[config.mk]
export PLATFORM = sky130hd
export DESIGN_NAME = vm1_bus_responder
export DESIGN_NICKNAME = d
export VERILOG_FILES = /design/src/rtl/vm1_bus_pkg.sv /design/src/rtl/vm1_reply_timer.sv /design/src/rtl/vm1_bus_responder.sv
export SDC_FILE = /design/constraint.sdc
export NUM_CORES = 1
export LEC_CHECK = 0
export ABC_AREA = 1
export BUFFER_PORTS_ARGS = -buffer_cell sky130_fd_sc_hd__clkbuf_2
export CORE_AREA = 2 2 85 95
export DETAILED_ROUTE_END_ITERATION = 7
export DIE_AREA = 0 0 87 97
export PLACE_DENSITY_LB_ADDON = 0.3
export SYNTH_ARGS = -nofsm -noshare
export SYNTH_HDL_FRONTEND = slang
export SYNTH_HIERARCHICAL = 1
export SYNTH_SLANG_ARGS = --single-unit
[constraint.sdc]
create_clock -name clk -period 1.91 [get_ports clk]
set_input_delay 0.2865 -clock clk [delete_from_list [all_inputs] [get_ports clk]]
set_output_delay 0.2865 -clock clk [all_outputs]
set_load 0.05 [all_outputs]
[src/rtl/vm1_bus_pkg.sv]
// Shared definitions for 1801VM1 bus-slave responders: reply FSM states,
// CSR bit layout, default window/vector constants and the latched cycle descriptor.
package vm1_bus_pkg;

  typedef enum logic [1:0] {
    ST_IDLE  = 2'd0,
    ST_WAIT  = 2'd1,
    ST_REPLY = 2'd2
  } rt_state_e;

  localparam int CSR_DONE_BIT = 7;
  localparam int CSR_IE_BIT   = 6;
  localparam int CSR_GO_BIT   = 0;

  localparam logic [15:0] DEFAULT_BASE_ADDR = 16'o177130;
  localparam logic [15:0] DEFAULT_VECTOR    = 16'o000270;

  // What kind of bus cycle was accepted, captured when the FSM leaves IDLE.
  typedef struct packed {
    logic vec;
    logic data_sel;
    logic wr;
    logic byte_wr;
    logic hi;
  } cyc_t;

  function automatic logic [15:0] csr_word(input logic done, input logic ie);
    logic [15:0] w;
    w = '0;
    w[CSR_DONE_BIT] = done;
    w[CSR_IE_BIT]   = ie;
    return w;
  endfunction

endpackage

[src/rtl/vm1_reply_timer.sv]
// Wait-state counter and IDLE/WAIT/REPLY handshake FSM for a VM1 bus slave;
// emits one-cycle fire/release strobes and drops back to IDLE on a master abort.
module vm1_reply_timer
  import vm1_bus_pkg::*;
#(
  parameter int WAIT_STATES = 1
) (
  input  logic clk,
  input  logic reset,
  input  logic ce,
  input  logic start,
  input  logic din,
  input  logic dout,
  output logic load,
  output logic fire,
  output logic rel,
  output logic rply
);

  localparam logic [3:0] WS = 4'(WAIT_STATES);

  rt_state_e  state_q, state_d;
  logic [3:0] cnt_q, cnt_d;
  logic       held;
  logic       bus_quiet;

  // Exactly one strobe must stay up; both or neither counts as abort.
  assign held      = din ^ dout;
  assign bus_quiet = !din && !dout;

  always_ff @(posedge clk) begin
    if (reset) begin
      state_q <= ST_IDLE;
      cnt_q   <= '0;
    end else if (ce) begin
      state_q <= state_d;
      cnt_q   <= cnt_d;
    end
  end

  always_comb begin
    state_d = state_q;
    cnt_d   = cnt_q;
    case (state_q)
      ST_IDLE: begin
        if (start) begin
          state_d = ST_WAIT;
          cnt_d   = WS;
        end
      end
      ST_WAIT: begin
        if (!held)               state_d = ST_IDLE;
        else if (cnt_q == 4'd0)  state_d = ST_REPLY;
        else                     cnt_d   = cnt_q - 4'd1;
      end
      ST_REPLY: begin
        if (bus_quiet) state_d = ST_IDLE;
      end
      default: state_d = ST_IDLE;
    endcase
  end

  always_comb begin
    load = ce && (state_q == ST_IDLE) && start;
    fire = ce && (state_q == ST_WAIT) && (state_d == ST_REPLY);
    rel  = ce && (state_q == ST_REPLY) && (state_d == ST_IDLE);
    rply = (state_q == ST_REPLY);
  end

endmodule

[src/rtl/vm1_bus_responder.sv]
// VM1 bus slave presenting a CSR/DATA register pair to one device core,
// with wait-stated RPLY and a vectored interrupt answered on IAKO reads.
module vm1_bus_responder
  import vm1_bus_pkg::*;
#(
  parameter logic [15:0] BASE_ADDR   = DEFAULT_BASE_ADDR,
  parameter int          WAIT_STATES = 1,
  parameter logic [15:0] VECTOR      = DEFAULT_VECTOR
) (
  input  logic        clk,
  input  logic        reset,
  input  logic        ce,
  input  logic [15:0] addr_i,
  input  logic [15:0] data_i,
  input  logic        DIN,
  input  logic        DOUT,
  input  logic        WTBT,
  input  logic        IAKO,
  output logic [15:0] data_o,
  output logic        RPLY,
  output logic        VIRQ,
  input  logic        dev_done,
  input  logic [15:0] dev_rdata,
  output logic [15:0] dev_wdata,
  output logic        dev_go,
  output logic        dev_ie
);

  localparam logic [15:0] DATA_ADDR = BASE_ADDR + 16'd2;

  logic        hit_csr, hit_data, vec_read, accept;
  logic        load, fire, rel, rply;
  logic        lo_wr, hi_wr;
  cyc_t        cyc_now, cyc_q, cyc_d;
  logic        done_q, done_d, ie_q, ie_d;
  logic        pend_q, pend_d, lvl_q, lvl_d;
  logic        go_q, go_d;
  logic [15:0] wdata_q, wdata_d, rdata_q, rdata_d;

  assign hit_csr  = addr_i[15:1] == BASE_ADDR[15:1];
  assign hit_data = addr_i[15:1] == DATA_ADDR[15:1];
  assign vec_read = IAKO && DIN && !DOUT;
  // Any IAKO cycle bypasses address decode; unanswered ones are left to others.
  assign accept   = IAKO ? (vec_read && pend_q)
                         : ((DIN ^ DOUT) && (hit_csr || hit_data));

  always_comb begin
    cyc_now          = '0;
    cyc_now.vec      = IAKO;
    cyc_now.data_sel = hit_data;
    cyc_now.wr       = DOUT;
    cyc_now.byte_wr  = WTBT;
    cyc_now.hi       = addr_i[0];
  end

  vm1_reply_timer #(
    .WAIT_STATES(WAIT_STATES)
  ) u_timer (
    .clk   (clk),
    .reset (reset),
    .ce    (ce),
    .start (accept),
    .din   (DIN),
    .dout  (DOUT),
    .load  (load),
    .fire  (fire),
    .rel   (rel),
    .rply  (rply)
  );

  always_comb begin
    cyc_d   = load ? cyc_now : cyc_q;
    lo_wr   = fire && !cyc_q.vec && cyc_q.wr && !(cyc_q.byte_wr && cyc_q.hi);
    hi_wr   = fire && !cyc_q.vec && cyc_q.wr && !(cyc_q.byte_wr && !cyc_q.hi);
    done_d  = done_q;
    ie_d    = ie_q;
    go_d    = 1'b0;
    wdata_d = wdata_q;
    rdata_d = rdata_q;

    if (fire) begin
      if (cyc_q.vec)       rdata_d = VECTOR;
      else if (!cyc_q.wr)  rdata_d = cyc_q.data_sel ? dev_rdata : csr_word(done_q, ie_q);
      else                 rdata_d = '0;
    end else if (rel) begin
      rdata_d = '0;
    end

    if (fire && !cyc_q.vec && !cyc_q.wr && cyc_q.data_sel) done_d = 1'b0;
    if (dev_done) done_d = 1'b1;

    if (lo_wr) begin
      if (cyc_q.data_sel) begin
        wdata_d[7:0] = data_i[7:0];
      end else begin
        ie_d = data_i[CSR_IE_BIT];
        go_d = data_i[CSR_GO_BIT];
      end
    end
    if (hi_wr && cyc_q.data_sel) wdata_d[15:8] = data_i[15:8];

    // Pending is edge-triggered on DONE&IE; losing IE withdraws it at once.
    lvl_d  = done_q && ie_q;
    pend_d = pend_q;
    if (lvl_d && !lvl_q)     pend_d = 1'b1;
    if (fire && cyc_q.vec)   pend_d = 1'b0;
    if (!ie_d)               pend_d = 1'b0;
  end

  always_ff @(posedge clk) begin
    if (reset) begin
      cyc_q   <= '0;
      done_q  <= 1'b0;
      ie_q    <= 1'b0;
      pend_q  <= 1'b0;
      lvl_q   <= 1'b0;
      go_q    <= 1'b0;
      wdata_q <= '0;
      rdata_q <= '0;
    end else if (ce) begin
      cyc_q   <= cyc_d;
      done_q  <= done_d;
      ie_q    <= ie_d;
      pend_q  <= pend_d;
      lvl_q   <= lvl_d;
      go_q    <= go_d;
      wdata_q <= wdata_d;
      rdata_q <= rdata_d;
    end
  end

  assign RPLY      = rply;
  assign data_o    = rdata_q;
  assign VIRQ      = pend_q;
  assign dev_go    = go_q;
  assign dev_ie    = ie_q;
  assign dev_wdata = wdata_q;

endmodule

* Word level (Yosys, flattened, before mapping)
Cells that the tools add are included.
Word-level totals: memories kept 0, word-level logic and storage cells 95, latch bits 0, flip-flop bits (word level) 48, output and inout port bits 36, memory bits (read-only) 0, bits of input ports 56, memory bits (writable) 0
Cells by class: bitwise gates (word level) 1, reduce and logical (&&, ||, !) cells 45, div/mod/pow operators 0, shift operators 0, equal/unequal tests 9, add/sub/neg operators 1, $mul 0, multiplexer cells 24, $lt $le $gt $ge 0
Operator list (count):
- 16-bit two-way mux | 5
- 15-bit == test, second input constant | 2
- 1-bit logical AND | 23
- 4-bit two-way mux | 3
- 1-bit two-way mux | 10
- 2-bit AND reduction | 5
- 1-bit zero test | 8
- 2-bit two-way mux | 4
- 4-bit one-hot mux with 2 select lines | 1
- 2-bit one-hot mux with 3 select lines | 1
- 2-bit nonzero test | 3
- 5-bit AND reduction | 1
- 2-bit == test, second input constant | 2
- 2-bit zero test | 2
- 4-bit zero test | 1
- 2-bit by 1-bit inequality test with 1-bit output, second input constant | 2
- 4-bit by 1-bit subtractor with 4-bit output, second input constant | 1
- 3-bit by 1-bit inequality test with 1-bit output, second input constant | 1
- 3-bit AND reduction | 1
- 2-bit by 1-bit == test with 1-bit output, second input constant | 1
- 2-bit inequality test, second input constant | 1
- 1-bit logical OR | 1
- 1-bit XOR | 1

* Logic depth before layout (Yosys ltp)
Gate-level depths: netlist of run 1.
depth in word-level cells 14, gate-level depth with buffers 15, depth with buffers taken out 14

* Hierarchy
Netlist of run 1, hierarchy kept.
By module, submodules not included:
- vm1_bus_responder | area an instance 1737.9 sq um, cells an instance 244, instances 1, seq. area each 840.8 sq um
- vm1_reply_timer | area an instance 439.2 sq um, cells an instance 71, instances 1, seq. area each 120.1 sq um

* Least setup slack after synthesis of run 1
No wires, ideal clock.
path kind register to register, from register u_timer.state_q[1], to register wdata_q[1], in the netlist dev_wdata[1], stages on the path, launching flop included 12, data arrival time 2.166 ns, clock period less this slack 2.298 ns, setup time 0.132 ns, setup slack -0.388 ns, path buffers 0, data required time 1.778 ns, cell sequence dfxtp_1 inv_2 nor2_1 nand2_1 nand2_1 nand2_1 nor2_1 nand3_1 nor2_2 nand2_1 nand2_1 a21oi_1
On the way: elaborated cells on any way between the ends 15, those cells by class eq/ne: 3; mux: 5; reduce/logical: 7
RTL lines:
- start: declaration | RTL line vm1_reply_timer.sv:22 | rt_state_e state_q, state_d;
- start signal: assignment | RTL line vm1_reply_timer.sv:36 | state_q <= state_d;
- 2-bit == test
- via RPLY | RTL line vm1_bus_responder.sv:20 | output logic RPLY,
- 2-bit one-hot mux with 3 select lines | RTL line vm1_reply_timer.sv:44 | case (state_q)
- 2-bit == test | RTL line vm1_reply_timer.sv:65 | fire = ce && (state_q == ST_WAIT) && (state_d == ST_REPLY);
- 1-bit logical AND | RTL line vm1_reply_timer.sv:65
- via fire | RTL line vm1_bus_responder.sv:32 | logic load, fire, rel, rply;
- 1-bit logical AND (3 in a row) | RTL line vm1_bus_responder.sv:73 | lo_wr = fire && !cyc_q.vec && cyc_q.wr && !(cyc_q.byte_wr && cyc_q.hi);
- 3-bit AND reduction (no source line)
- end signal: assignment | RTL line vm1_bus_responder.sv:127 | wdata_q <= wdata_d;
- end: declaration | RTL line vm1_bus_responder.sv:38 | logic [15:0] wdata_q, wdata_d, rdata_q, rdata_d;
The timed path passes the listed nets, and every way through them passes these cells. A chain may end at the register's enable or synchronous reset.

* Final worst setup path of run 1
from register u_timer.cnt_q[0], to register rdata_q[7], in the netlist data_o[7]
On the way: cells in the longest elaborated chain, start to end 8, elaborated cells on any way between the ends 11, those cells by class eq/ne: 1; mux: 4; reduce/logical: 6
RTL lines:
- start: declaration | RTL line vm1_reply_timer.sv:23 | logic [3:0] cnt_q, cnt_d;
- start signal: assignment | RTL line vm1_reply_timer.sv:37 | cnt_q <= cnt_d;
- 4-bit zero test | RTL line vm1_reply_timer.sv:53 | else if (cnt_q == 4'd0) state_d = ST_REPLY;
- 2-bit two-way mux | RTL line vm1_reply_timer.sv:53
- 2-bit two-way mux | RTL line vm1_reply_timer.sv:52 | if (!held) state_d = ST_IDLE;
- 2-bit one-hot mux with 3 select lines | RTL line vm1_reply_timer.sv:44
- 2-bit zero test | RTL line vm1_reply_timer.sv:66 | rel = ce && (state_q == ST_REPLY) && (state_d == ST_IDLE);
- 1-bit logical AND | RTL line vm1_reply_timer.sv:66
- via rel | RTL line vm1_bus_responder.sv:32
- 2-bit nonzero test (no source line)
- 2-bit AND reduction (no source line)
- end signal: assignment | RTL line vm1_bus_responder.sv:128 | rdata_q <= rdata_d;
- end: declaration | RTL line vm1_bus_responder.sv:38
The timed path passes the listed nets, and every way through them passes these cells.

==> flow_summary.toml, run 1 <==
[synth]
yosys.area_share.simple_pct = 30.69
syn_area_sq_um = 2177
synth-seq-cells = 48
synthMuxAreaShare_pct = 0
synthXorXnorAreaFrac_pct = 0.4023
synth_adder_area_share_pct = 1.149
ys_seq_area_share_pct = 44.14
netlist-cell-type-count = 27
avgSynthCellArea_sq_um = 6.911
ys.warnings.count = 6
syn-num-nets = 373
synth_top_family_by_area = "simple AND/OR/NAND/NOR gates"
synth_cells = 315
synth_compound_area_share_pct = 14.83

[critical_path]
path_class = "flop to flop"
end_kind = "flop"
arrival_ns = 2.05
path_max_fanout = 11
cp.required_ns = 2.13
cp-start-kind = "flop"

[grt]
antenna_found_initial = 0
grt_pass1_vias = 2232
grt_pass1_wl_microns = 9584
grt_max_degree = 33
overflow = 0
grt_use_total_pct = 13.81

[placed_design]
port_buffers = 91
hpwlAfterDp_microns = 4372
place_area_sq_um = 2878
gp_congestion = 0.8096
dp_slack_ns = -0.2202

[route]
drtPass1Iterations = 4
vias = 2350
routed_wl_microns = 5816
wl_per_cell_microns = 11.32
vias_per_cell = 4.572
drt_iter0_drc = 74
postRouteAntennaNets = 0
drc = 0

[power_and_ir_drop]
peakVddDrop_v = 0.0002514
powerDensity_nw_per_um2 = 580.6
p_total_w = 0.001769
leakagePower_nw = 1.454

[job]
drv_cap = 0

[cells_and_area]
fill_cells = 784
final_area_sq_um = 3047
nets = 485
final_cell_mix = "91 x clkbuf_2, 82 x nand2_1, 47 x dfxtp_1"
drive_gt1_share_pct = 34.89
final_common_cell = "clkbuf_2"
synthToLayoutAreaGrowth_pct = 39.94
antenna_cells = 0

[sta]
slew_headroom_pct = 68.56
final-setup-viol-count = 0
max_freq_mhz = 548.3
final.setup.tns_ns = 0
drv_slew = 0
clock-skew-final_ns = 0.008454
fin_ws_ns = 0.08633
period_minus_slack_ns = 1.824
fin_hold_ws_ns = 0.2105
min_period_over_period_pct = 95.48
tightest_slew_ns = 0.4711
hold_viol_final = 0

[clock_network]
cts_htree_levels = 2
clock_latency_ns = 0.30
cts_tree = "built"
ctsLongestPathBuffers = 2
cts_inserted_buffers = 5
cts_root_buf = "clkbuf_8"
clk_pin_slew_ns = 0.08
clock_sinks = 48

[status]
status = "completed"

[die]
fp.dieH_microns = 97
die_w_microns = 87
rows = 33
start_util_pct = 29.46
die_area_sq_um = 8439
pin_count = 92
core_sq_um = 7391

[worst_hold_path]
hp-class = "primary input to flop"
-- critical path, stage by stage, from the launching register on --
cell     delay [ns]
dfxtp_1        0.38
inv_1          0.09
ha_4           0.17
nand2_1        0.07
nand2_2        0.07
buf_4          0.13
a21oi_1        0.17
nor3_1         0.09
o21ai_2        0.23
buf_12         0.16
nand2_1        0.05
a21oi_1        0.13
-- Yosys cell counts --
master | instances | area [sq um]
a21oi_1 | 38 | 190.2
a21oi_4 | 1 | 16.27
buf_1 | 2 | 7.510
buf_2 | 4 | 20.02
buf_4 | 3 | 22.52
clkbuf_1 | 1 | 3.750
clkinv_2 | 2 | 10.01
dfxtp_1 | 48 | 960.9
ha_1 | 2 | 25.02
inv_1 | 31 | 116.4
inv_2 | 3 | 11.26
nand2_1 | 85 | 319.1
nand2_2 | 3 | 18.77
nand2_4 | 1 | 11.26
nand3_1 | 23 | 115.1
nand3b_1 | 1 | 7.510
nand4_1 | 3 | 18.77
nor2_1 | 32 | 120.1
nor2_2 | 4 | 25.02
nor3_1 | 4 | 20.02
o211ai_1 | 1 | 7.510
o21ai_0 | 17 | 85.08
o21ai_2 | 1 | 8.760
o21bai_1 | 2 | 15.01
or2_0 | 1 | 6.260
or2_2 | 1 | 6.260
xnor2_1 | 1 | 8.760
-- path summary, 6_finish.rpt --
| kind | from | endpoint | slack [ns] | cells past startpoint |
|---|---|---|---|---|
| setup / recovery | u_timer/cnt_q[0] | data_o[7] | 0.09 | 11 |
| hold / removal | dev_rdata[2] | data_o[2] | 0.21 | 3 |
| setup reg to reg | u_timer/cnt_q[0] | data_o[7] | 0.09 | 11 |
| hold reg to reg | dev_wdata[0] | dev_wdata[0] | 0.47 | 2 |
-- kinds of logic (layout without fill, tap and decap cells) --
logic type | after synthesis | after routing
compound gates | 60 | 60
xor+xnor | 1 | 1
fa+ha+maj | 2 | 2
buf+inv | 46 | 157
flops | 48 | 48
simple gates | 158 | 159
-- timing repair --
action	4_1_cts	5_1_grt
pin swaps	0	4
cloned	0	1
gates resized for setup	1	23
setup buffers	0	2
endpoints found under the setup margin	2	34
hold buffers	0	0
-- final cells by class --
cell class                 count  area [sq um]  area share [%]
sequential                    48         962.2           31.58
clock buffer                   6         72.57           2.382
multi-input combinational    222          1102           36.18
clock inverter                 1         5.005          0.1643
timing repair buffer         114         656.9           21.56
inverter                      36         138.9           4.559
tap                           87         108.9           3.573
-- where the power goes --
part	internal (W)	total (W)	leakage [nW]	switching (W)
Clock	0.000249	0.000564	0.0410	0.000314
Sequential	0.00101	0.00101	0.387	0.00000641
Combinational	0.0000919	0.000192	1.03	0.000100
Total	0.00135	0.00177	1.45	0.000421
-- state kept, by name (all words and copies together), names as in the netlist --
register         cells
dev_ie               1
lvl_q                1
u_timer/cnt_q        4
dev_wdata           16
u_timer/state_q      2
done_q               1
dev_go               1
VIRQ                 1
data_o              16
cyc_q                5
-- metal layers --
layer | wire length (microns) | GRT usage, % | up-vias
li1 | - | - | 1235
met1 | 2465 | 15.18 | 1042
met2 | 2894 | 24.72 | 58
met3 | 344 | 4.266 | 15
met4 | 111 | 4.327 | 0
met5 | 0 | 0 | -
-- per-stage QoR --
| step | utilization [%] | std cells |
|---|---|---|
| 2_1_floorplan | - | 315 |
| 3_3_place_gp | 38.94 | 504 |
| 3_5_place_dp | 38.94 | 504 |
| 4_1_cts | 40.02 | 511 |
| 5_1_grt | 41.22 | 514 |
| 6_report | 41.22 | 514 |
No activity file was read; power rests on OpenSTA's default activity.
==> inputs of run 2 (changes only) <==
--- a/config.mk
+++ b/config.mk
@@ -15,3 +15,4 @@
 export SYNTH_HDL_FRONTEND = slang
 export SYNTH_HIERARCHICAL = 1
 export SYNTH_SLANG_ARGS = --single-unit
+export TNS_END_PERCENT = 20
==> constraint.sdc (replaced) <==
create_clock -name clk -period 1.61 [get_ports clk]
set_input_delay 0.2415 -clock clk [delete_from_list [all_inputs] [get_ports clk]]
set_output_delay 0.2415 -clock clk [all_outputs]
set_load 0.05 [all_outputs]
==> flow_summary.toml, run 2 (same netlist as run 1, synthesis figures left out) <==
[status]
status = "finished, violations left"
violations = "negative setup slack"

[die]
rows = 33
die_area_sq_um = 8439
pin_count = 92
start_util_pct = 29.46
die_w_microns = 87
fp.dieH_microns = 97
core_sq_um = 7391

[power_and_ir_drop]
peakVddDrop_v = 0.0004626
powerDensity_nw_per_um2 = 716.4
p_sw_w = 0.0005787
p_int_w = 0.001788
leakagePower_nw = 1.535
swShare_pct = 24.45
p_total_w = 0.002367
combPwrFrac_pct = 10.9
clockPowerShare_pct = 38.3
power_frac_seq_pct = 50.8

[sta]
drv_slew = 0
final.setup.tns_ns = -1.896
final-setup-viol-count = 33
fin_ws_ns = -0.1248
max_freq_mhz = 576.4
rsz0062_at_grt = "yes"
slew_headroom_pct = 70.96
period_minus_slack_ns = 1.735
hold_viol_final = 0
tightest_slew_ns = 0.4352
min_period_over_period_pct = 107.8
clock-skew-final_ns = 0.009578

[placed_design]
dp_slack_ns = -0.3391
port_buffers = 91
gp_congestion = 0.7924
dp_cells = 513
hpwlAfterDp_microns = 4486

[critical_path]
cp.required_ns = 1.85
path_max_fanout = 5
regToRegSetupSlack_ns = -0.12
cp-start-kind = "flop"
end_kind = "flop"
arrival_ns = 1.97
critPathSlowestCell = "dfxtp_2"
worstPathCellList = "inv_4, nand2_4, nor2_4, nand3_2, nand2_2, nand2_2, nor2_4, nand2_1, nor2_2, nand2_2, inv_4, clkbuf_16, nand2_1, a21oi_2"
rr_startpoint = "u_timer/state_q[1]"
path_class = "flop to flop"
path_buf_inv = 3
max_stage_delay_ns = 0.35
timing.rr.end = "data_o[10]"
crit_family = "simple AND/OR/NAND/NOR gates"
r2r_cells = 14
crit_top_cell = "nand2_2"

[clock_network]
ctsLongestPathBuffers = 2
clk_pin_slew_ns = 0.10
clock_latency_ns = 0.30
cts_root_buf = "clkbuf_8"
cts_htree_levels = 2
cts_tree = "built"
clock_sinks = 48
cts_inserted_buffers = 5

[grt]
grt_use_total_pct = 14.33
grt_max_degree = 17
grt_pass1_vias = 2221
antenna_found_initial = 0
grt_pass1_wl_microns = 9853
overflow = 0

[cells_and_area]
final_util_pct = 44.69
synthToLayoutAreaGrowth_pct = 51.72
final_cell_mix = "91 x clkbuf_2, 78 x nand2_1, 43 x dfxtp_1"
drive_gt1_share_pct = 42.99
fill_cells = 782
final_common_cell = "clkbuf_2"
nets = 499
antenna_cells = 0
final_cell_count_no_fill = 529

[route]
drc = 0
drtPass1Iterations = 4
routed_wl_microns = 6174
vias = 2393
drt_iter0_drc = 73
wl_per_cell_microns = 11.67
postRouteAntennaNets = 0
vias_per_cell = 4.524

[worst_hold_path]
worstHoldStart = "dev_rdata[15]"
hp-class = "primary input to flop"
holdPathEnd = "data_o[15]"
hold_path_depth = 3

[job]
drv_cap = 0
[run 2: changes by cell type in the layout (fill, tap and decap cells not counted), sizes merged]
| cell | previous run | this run |
|---|---|---|
| buf | 23 | 36 |
| bufinv | 0 | 1 |
| clkinvlp | 0 | 1 |
[run 2: worst reg2reg max path: stages (launching register included)]
cell and delay (ns):
dfxtp_2 0.35, inv_4 0.08, nand2_4 0.06, nor2_4 0.10, nand3_2 0.07, nand2_2 0.09, nand2_2 0.07, nor2_4 0.15
nand2_1 0.08, nor2_2 0.14, nand2_2 0.09, inv_4 0.09, clkbuf_16 0.13, nand2_1 0.06, a21oi_2 0.11
[run 2: routing by layer]
| layer | share of wire [%] | global-route usage, % | up-vias |
|---|---|---|---|
| li1 | - | - | 1261 |
| met1 | 44 | 18.12 | 1079 |
| met2 | 51 | 24.13 | 48 |
| met3 | 4.5 | 3.328 | 5 |
| met4 | 0.87 | 3.726 | 0 |
| met5 | 0 | 0 | - |
[run 2: repair_timing]
action | CTS | global route
hold buffers | 0 | 0
gates resized for setup | 15 | 34
gates cloned | 1 | 1
endpoints found under the setup margin | 36 | 41
buffers inserted | 4 | 2
pin swaps | 5 | 15
[run 2: layout make-up]
type	count	area [sq um]	area share [%]
Tap cell	87	108.9	3.295
Clock inverter	3	46.29	1.402
Timing Repair Buffer	128	779.5	23.60
Multi-Input combinational cell	222	1186	35.91
Clock buffer	5	68.82	2.083
Inverter	36	146.4	4.432
Sequential cell	48	967.2	29.28
[run 2: how the worst max path moves through the flow]
stage               slack [ns]  cells after the start             to                from
floorplan                -0.13                     13      data_o[0]  u_timer/state_q[1]
global placement         -0.30                     14  dev_wdata[13]                 DIN
detailed placement       -0.34                     14  dev_wdata[14]                 DIN
CTS                      -0.03                     14     data_o[14]  u_timer/state_q[1]
global route             -0.26                     14      data_o[1]  u_timer/state_q[1]
finish                   -0.12                     14     data_o[10]  u_timer/state_q[1]
[run 2: stage by stage]
| step | hold WS, ns | area [sq um] |
|---|---|---|
| after floorplan | 0.3032 | 2220 |
| after global placement | 0.4480 | 2970 |
| after detailed placement | 0.4534 | 2970 |
| after CTS | 0.1486 | 3163 |
| after global routing | 0.1471 | 3303 |
| final | 0.1533 | 3303 |
[run 2: power by group through the flow]
stage | Combinational, W | Sequential, W | Clock (W)
floorplan | 0.000104 | 0.00123 | 0
global placement | 0.000228 | 0.00123 | 0
detailed placement | 0.000230 | 0.00123 | 0
CTS | 0.000239 | 0.00120 | 0.000938
global route | 0.000289 | 0.00120 | 0.000983
finish | 0.000259 | 0.00120 | 0.000906
